## config.mk

```make
export PLATFORM = sky130hd
export DESIGN_NAME = multicycle_control_fsm
export DESIGN_NICKNAME = d
export VERILOG_FILES = /design/src/rtl/multicycle_control_fsm.sv
export SDC_FILE = /design/constraint.sdc
export NUM_CORES = 1
export LEC_CHECK = 0
export CORE_MARGIN = 2
export CORE_UTILIZATION = 48
export CTS_BUF_LIST = sky130_fd_sc_hd__clkbuf_4 sky130_fd_sc_hd__clkbuf_8
export DETAILED_ROUTE_END_ITERATION = 10
export GPL_ROUTABILITY_DRIVEN = 0
export GPL_TIMING_DRIVEN = 1
export HOLD_SLACK_MARGIN = 0.02
export PLACE_DENSITY = 0.83
export SLEW_MARGIN = 20
export SYNTH_ARGS = -nofsm -noshare
export SYNTH_HDL_FRONTEND = slang
export SYNTH_SLANG_ARGS = --single-unit
```

## constraint.sdc

```tcl
create_clock -name clock -period 2.2 [get_ports clock]
set_input_delay 0.66 -clock clock [delete_from_list [all_inputs] [get_ports clock]]
set_output_delay 0.66 -clock clock [all_outputs]
set_load 0.005 [all_outputs]
```

## src/rtl/multicycle_control_fsm.sv

```systemverilog
// rtl/multicycle_control_fsm.sv - multicycle MIPS sequencing controller with memory handshake and retire counter
module multicycle_control_fsm #(
    parameter int COUNT_WIDTH     = 32,
    parameter bit HALT_ON_ILLEGAL = 1'b1
) (
    input  logic                   clock,
    input  logic                   reset_n,
    input  logic [5:0]             opcode,
    input  logic [5:0]             funct,
    input  logic                   zero,
    input  logic                   memReady,
    output logic                   memReq,
    output logic                   memWrite,
    output logic                   IorD,
    output logic                   IRWrite,
    output logic                   PCWrite,
    output logic [1:0]             PCSrc,
    output logic                   regWrite,
    output logic                   RegDst,
    output logic                   MemtoReg,
    output logic                   ALUSrcA,
    output logic [1:0]             ALUSrcB,
    output logic [4:0]             ALUControl,
    output logic [3:0]             state,
    output logic [COUNT_WIDTH-1:0] retired
);

    localparam logic [3:0] S_IDLE   = 4'd0;
    localparam logic [3:0] S_FETCH  = 4'd1;
    localparam logic [3:0] S_DECODE = 4'd2;
    localparam logic [3:0] S_MEMADR = 4'd3;
    localparam logic [3:0] S_MEMRD  = 4'd4;
    localparam logic [3:0] S_MEMWB  = 4'd5;
    localparam logic [3:0] S_MEMWR  = 4'd6;
    localparam logic [3:0] S_EXEC   = 4'd7;
    localparam logic [3:0] S_ALUWB  = 4'd8;
    localparam logic [3:0] S_BRANCH = 4'd9;
    localparam logic [3:0] S_ADDIEX = 4'd10;
    localparam logic [3:0] S_ADDIWB = 4'd11;
    localparam logic [3:0] S_JUMP   = 4'd12;
    localparam logic [3:0] S_HALT   = 4'd13;

    localparam logic [3:0] S_ILLEGAL = HALT_ON_ILLEGAL ? S_HALT : S_FETCH;

    localparam logic [5:0] OP_RTYPE = 6'b000000;
    localparam logic [5:0] OP_LW    = 6'b100011;
    localparam logic [5:0] OP_SW    = 6'b101011;
    localparam logic [5:0] OP_BEQ   = 6'b000100;
    localparam logic [5:0] OP_ADDI  = 6'b001000;
    localparam logic [5:0] OP_J     = 6'b000010;

    localparam logic [5:0] FN_ADD = 6'b100000;
    localparam logic [5:0] FN_SUB = 6'b100010;
    localparam logic [5:0] FN_AND = 6'b100100;
    localparam logic [5:0] FN_OR  = 6'b100101;
    localparam logic [5:0] FN_SLT = 6'b101010;

    localparam logic [4:0] ALU_ADD = 5'b00010;
    localparam logic [4:0] ALU_SUB = 5'b00110;
    localparam logic [4:0] ALU_AND = 5'b00000;
    localparam logic [4:0] ALU_OR  = 5'b00001;
    localparam logic [4:0] ALU_SLT = 5'b00111;

    logic [3:0]             state_q, state_d;
    logic [COUNT_WIDTH-1:0] retired_q, retired_d;
    logic                   retire;
    logic                   funct_legal;
    logic [4:0]             funct_alu;

    always_comb begin
        funct_legal = 1'b1;
        funct_alu   = 5'b00000;
        case (funct)
            FN_ADD:  funct_alu = ALU_ADD;
            FN_SUB:  funct_alu = ALU_SUB;
            FN_AND:  funct_alu = ALU_AND;
            FN_OR:   funct_alu = ALU_OR;
            FN_SLT:  funct_alu = ALU_SLT;
            default: funct_legal = 1'b0;
        endcase
    end

    always_ff @(posedge clock or negedge reset_n) begin
        if (!reset_n) begin
            state_q   <= S_IDLE;
            retired_q <= '0;
        end else begin
            state_q   <= state_d;
            retired_q <= retired_d;
        end
    end

    always_comb begin
        state_d = state_q;
        retire  = 1'b0;
        case (state_q)
            S_IDLE:   state_d = S_FETCH;
            S_FETCH:  if (memReady) state_d = S_DECODE;
            S_DECODE: begin
                case (opcode)
                    OP_LW, OP_SW: state_d = S_MEMADR;
                    OP_RTYPE:     state_d = S_EXEC;
                    OP_BEQ:       state_d = S_BRANCH;
                    OP_ADDI:      state_d = S_ADDIEX;
                    OP_J:         state_d = S_JUMP;
                    default:      state_d = S_ILLEGAL;
                endcase
            end
            // IR still holds lw or sw here, so the opcode alone picks the access type
            S_MEMADR: state_d = (opcode == OP_SW) ? S_MEMWR : S_MEMRD;
            S_MEMRD:  if (memReady) state_d = S_MEMWB;
            S_MEMWR: begin
                if (memReady) begin
                    state_d = S_FETCH;
                    retire  = 1'b1;
                end
            end
            S_EXEC:   state_d = funct_legal ? S_ALUWB : S_ILLEGAL;
            S_ADDIEX: state_d = S_ADDIWB;
            S_MEMWB, S_ALUWB, S_ADDIWB, S_BRANCH, S_JUMP: begin
                state_d = S_FETCH;
                retire  = 1'b1;
            end
            S_HALT:   state_d = S_HALT;
            default:  state_d = S_IDLE;
        endcase
    end

    assign retired_d = retire ? retired_q + COUNT_WIDTH'(1) : retired_q;

    always_comb begin
        memReq     = 1'b0;
        memWrite   = 1'b0;
        IorD       = 1'b0;
        IRWrite    = 1'b0;
        PCWrite    = 1'b0;
        PCSrc      = 2'b00;
        regWrite   = 1'b0;
        RegDst     = 1'b0;
        MemtoReg   = 1'b0;
        ALUSrcA    = 1'b0;
        ALUSrcB    = 2'b00;
        ALUControl = 5'b00000;
        case (state_q)
            S_FETCH: begin
                memReq     = 1'b1;
                ALUSrcB    = 2'b01;
                ALUControl = ALU_ADD;
                IRWrite    = memReady;
                PCWrite    = memReady;
            end
            S_DECODE: begin
                ALUSrcB    = 2'b11;
                ALUControl = ALU_ADD;
            end
            S_MEMADR, S_ADDIEX: begin
                ALUSrcA    = 1'b1;
                ALUSrcB    = 2'b10;
                ALUControl = ALU_ADD;
            end
            S_MEMRD: begin
                memReq = 1'b1;
                IorD   = 1'b1;
            end
            S_MEMWB: begin
                regWrite = 1'b1;
                MemtoReg = 1'b1;
            end
            S_MEMWR: begin
                memReq   = 1'b1;
                memWrite = 1'b1;
                IorD     = 1'b1;
            end
            S_EXEC: begin
                ALUSrcA    = 1'b1;
                ALUControl = funct_alu;
            end
            S_ALUWB: begin
                regWrite = 1'b1;
                RegDst   = 1'b1;
            end
            S_ADDIWB: regWrite = 1'b1;
            S_BRANCH: begin
                ALUSrcA    = 1'b1;
                ALUControl = ALU_SUB;
                PCSrc      = 2'b01;
                PCWrite    = zero;
            end
            S_JUMP: begin
                PCSrc   = 2'b10;
                PCWrite = 1'b1;
            end
            default: ;
        endcase
    end

    assign state   = state_q;
    assign retired = retired_q;

endmodule
```

==> impl_metrics.csv <==
group,metric,value,unit
worst_setup_path,cp_top_family,"flip-flops",
detailed_routing,drtPass1Iterations,4,
clock_network,cts_tree,"yes",
power_and_ir_drop,finalPower,3.315,mW
logic_synthesis,avgSynthCellArea,9.398,um2
worst_setup_path,critPathLaunch,"state[3]",
floorplanning,ios,70,
detailed_routing,drc,0,
logic_synthesis,syn-cell-area,2152,um2
timing,drv_slew,0,
floorplanning,initial_core_util,49.77,%
detailed_routing,vias_per_cell,5.758,
worst_setup_path,critPathMostFrequentCell,"o21ai_1",
worst_hold_path,hp-class,"reg -> reg",
timing,fmaxAchievable,440.8,MHz
logic_synthesis,synthTopCellsByArea,"dfrtp_1 (42%), xnor2_1 (9.8%), nand3_1 (4.0%)",
clock_network,clock_sinks,36,
grt,grt_first_pass_wirelength,10220,um
logic_synthesis,yosysTopAreaCellShare,41.86,%
detailed_routing,finalWirelength,6702,um
floorplanning,die_h,70.96,um
logic_synthesis,ys_ff_latch,36,
layout,nFillCells,271,
worst_setup_path,critPathMaxFanout,7,
logic_synthesis,synth_top_flop_cell,"dfrtp_1",
timing,finalCritPeriodShare,103.1,%
worst_setup_path,r2r_slack,0.21,ns
power_and_ir_drop,vdd_drop_max,0.7654,mV
logic_synthesis,synth_edf_count,0,
worst_setup_path,cp.required,1.54,ns
layout,seqCellArea,904.6,um2
grt,grt_use_met3,4.558,%
grt,overflow,0,
worst_setup_path,cp_num_buf_inv,2,
timing,hold_viol,0,
worst_setup_path,cp_data_arrival_time,1.61,ns
layout,drive_above_1_share,28.45,%
logic_synthesis,synthCells,229,
logic_synthesis,yosysMostFrequentCell,"dfrtp_1",
clock_network,cts_made_buffers,5,
timing,fin_skew,0.006575,ns
timing,min_period,2.269,ns
floorplanning,core,4324,um2
worst_hold_path,hold_start,"retired[31]",
worst_setup_path,crit_path_start_kind,"register",
worst_setup_path,regToRegStartpoint,"state[2]",
layout,final_nets,357,
logic_synthesis,yosys.cell_types.count,48,
timing,finalSetupViolCount,3,
power_and_ir_drop,power.leakage,1.518,nW
power_and_ir_drop,p_per_area,976.5,nW/um2
grt,antenna_found_initial,0,
floorplanning,rows,24,
placement,place_area,3097,um2
worst_setup_path,critical_path_class,"reg -> out",
floorplanning,die_area,5035,um2
detailed_routing,drt_iter0_drc,131,
worst_setup_path,worstPathCellList,"buf_4 > nor2b_1 > o21ai_1 > o21ai_1 > clkdlybuf4s15_1",
grt,grt_pass1_vias,2136,
placement,io_buffers,67,
clock_network,max-clock-path-buffers,2,
timing,worst_slack,-0.06855,ns
worst_setup_path,critPathSlowestCell,"dfrtp_2",
clock_network,clkSlewWorstSetupHoldPaths,0.08,ns
grt,grt_max_degree,37,
logic_synthesis,synthArstFlopShare,100.0,%
layout,multi_input_area,1287,um2
timing,relSlewSlack,60.07,%
placement,place_hpwl,4204,um
floorplanning,chipWidth,70.96,um
worst_setup_path,endpoint_kind,"output port",
clock_network,clkLatencyLatePin,0.30,ns
clock_network,htreeDepth,2,
detailed_routing,vias,2263,
timing,rsz0062_at_grt,"true",
logic_synthesis,yosys_warnings,0,
logic_synthesis,netlist_top_cells_count,"dfrtp_1 (36), xnor2_1 (24), nor2_1 (20), nand2_1 (17), nand3_1 (17)",
layout,final_area,3395,um2
worst_setup_path,critPathMaxStageDelay,0.47,ns
layout,antenna_cells,0,
grt,busiest_layer,"met2",
worst_setup_path,r2r-end,"retired[12]",
outcome,status,"finished, violations left",
grt,met1_usage,33.27,%
worst_hold_path,hold_path_depth,1,
worst_setup_path,reg2reg_depth,8,
grt,grt_util_met2,43.20,%
layout,area_growth,57.73,%
clock_network,hold_buffers,0,
grt,track_usage,25.62,%
outcome,violations,"negative setup slack",
logic_synthesis,synth_area_leader_cell,"dfrtp_1",
clock_network,cts_root_buf,"clkbuf_8",
worst_hold_path,min_to,"retired[31]",
detailed_routing,routedWlPerCell,17.05,um
detailed_routing,antenna_left,0,
logic_synthesis,seq_area_frac_synth,41.86,%
flow_run,drv_cap,0,
timing,tightest_slew,0.5935,ns
-- flip-flops by register name (all words and copies together) (netlist names) --
name and cells:
retired 32, state 4
-- cell usage in the layout, fill, tap and decap left out, types with 3 or more instances in the layout --
cell | netlist | final
clkdlybuf4s50_1 | 0 | 44
a21oi_1 | 6 | 5
nand4_1 | 10 | 10
buf_4 | 3 | 39
clkbuf_8 | 0 | 6
inv_1 | 5 | 4
a211oi_1 | 3 | 3
nor3_1 | 8 | 6
nand3_1 | 17 | 17
xnor2_1 | 24 | 24
buf_2 | 2 | 5
xor2_1 | 8 | 8
o21ai_0 | 8 | 5
and4_1 | 4 | 4
dfrtp_1 | 36 | 33
nand2b_4 | 1 | 5
o21ai_1 | 0 | 3
buf_6 | 3 | 10
dlygate4sd2_1 | 0 | 9
a2111oi_0 | 4 | 4
and3_1 | 7 | 7
nor2_1 | 20 | 17
nor3_4 | 1 | 3
nand2_1 | 17 | 16
dfrtp_2 | 0 | 3
clkbuf_2 | 0 | 5
-- routing by layer --
layer	up-vias	part of all wire [%]
met3	21	4.4
met4	0	3.1
li1	1046	-
met5	-	0
met2	78	51
met1	1118	42
-- power breakdown --
group | internal, mW | switching [mW]
Combinational | 1.02 | 0.883
Sequential | 0.755 | 0.151
Clock | 0.250 | 0.257
Total | 2.02 | 1.29
-- cell families (layout without fill, tap and decap cells) --
| family | Yosys count | in the layout | synth area share (%) |
|---|---|---|---|
| and+or+nand+nor | 102 | 102 | 25.70 |
| xor gates and xnor gates | 32 | 32 | 13.02 |
| other | 1 | 2 | 0.1743 |
| adders and majority gates | 1 | 1 | 0.5813 |
| muxes | 3 | 3 | 1.512 |
| buffers and inverters | 18 | 129 | 4.826 |
| DFF | 36 | 36 | 41.86 |
| AOI/OAI and AO/OA | 36 | 36 | 12.33 |
-- worst max-delay path by stage --
stage	end	cells after the start
3_3_place_gp	ALUControl[1]	7
3_5_place_dp	ALUControl[1]	7
5_1_grt	ALUControl[1]	7
2_1_floorplan	PCWrite	4
4_1_cts	PCWrite	4
6_report	ALUSrcA	5
-- stage by stage --
step | util, % | setup TNS, ns | setup WS (ns) | hold slack, ns | cells
3_5_place_dp | 71.61 | -5.594 | -0.7081 | 0.4681 | 373
3_3_place_gp | 71.61 | -4.765 | -0.6646 | 0.4628 | 373
2_1_floorplan | - | 0 | 0.1098 | 0.3644 | 230
4_1_cts | 77.00 | -0.08585 | -0.04784 | 0.4776 | 392
6_report | 78.50 | -0.1031 | -0.06855 | 0.4794 | 393
5_1_grt | 78.50 | -0.2477 | -0.1029 | 0.4940 | 393
-- timing repair --
action,CTS,global route
gates cloned,0,0
buffers inserted,11,5
pin swaps,6,7
resized for setup,68,29
endpoints found under the setup margin,18,11
-- cell type report --
cell class	count	share of cell area, %
Tap cell	52	1.917
Sequential cell	36	26.65
Clock buffer	6	2.433
Timing Repair Buffer	116	30.22
Clock inverter	2	0.2949
Multi-Input combinational cell	176	37.93
Inverter	5	0.5529
-- worst reg2reg max path: stages (launching register included) --
cell	delay (ns)
dfrtp_2	0.46
buf_6	0.14
buf_4	0.14
nor2b_1	0.15
a311oi_1	0.51
nor3_4	0.11
buf_12	0.16
nand3_1	0.10
xnor2_1	0.14
No activity file was read; power rests on OpenSTA's default activity.
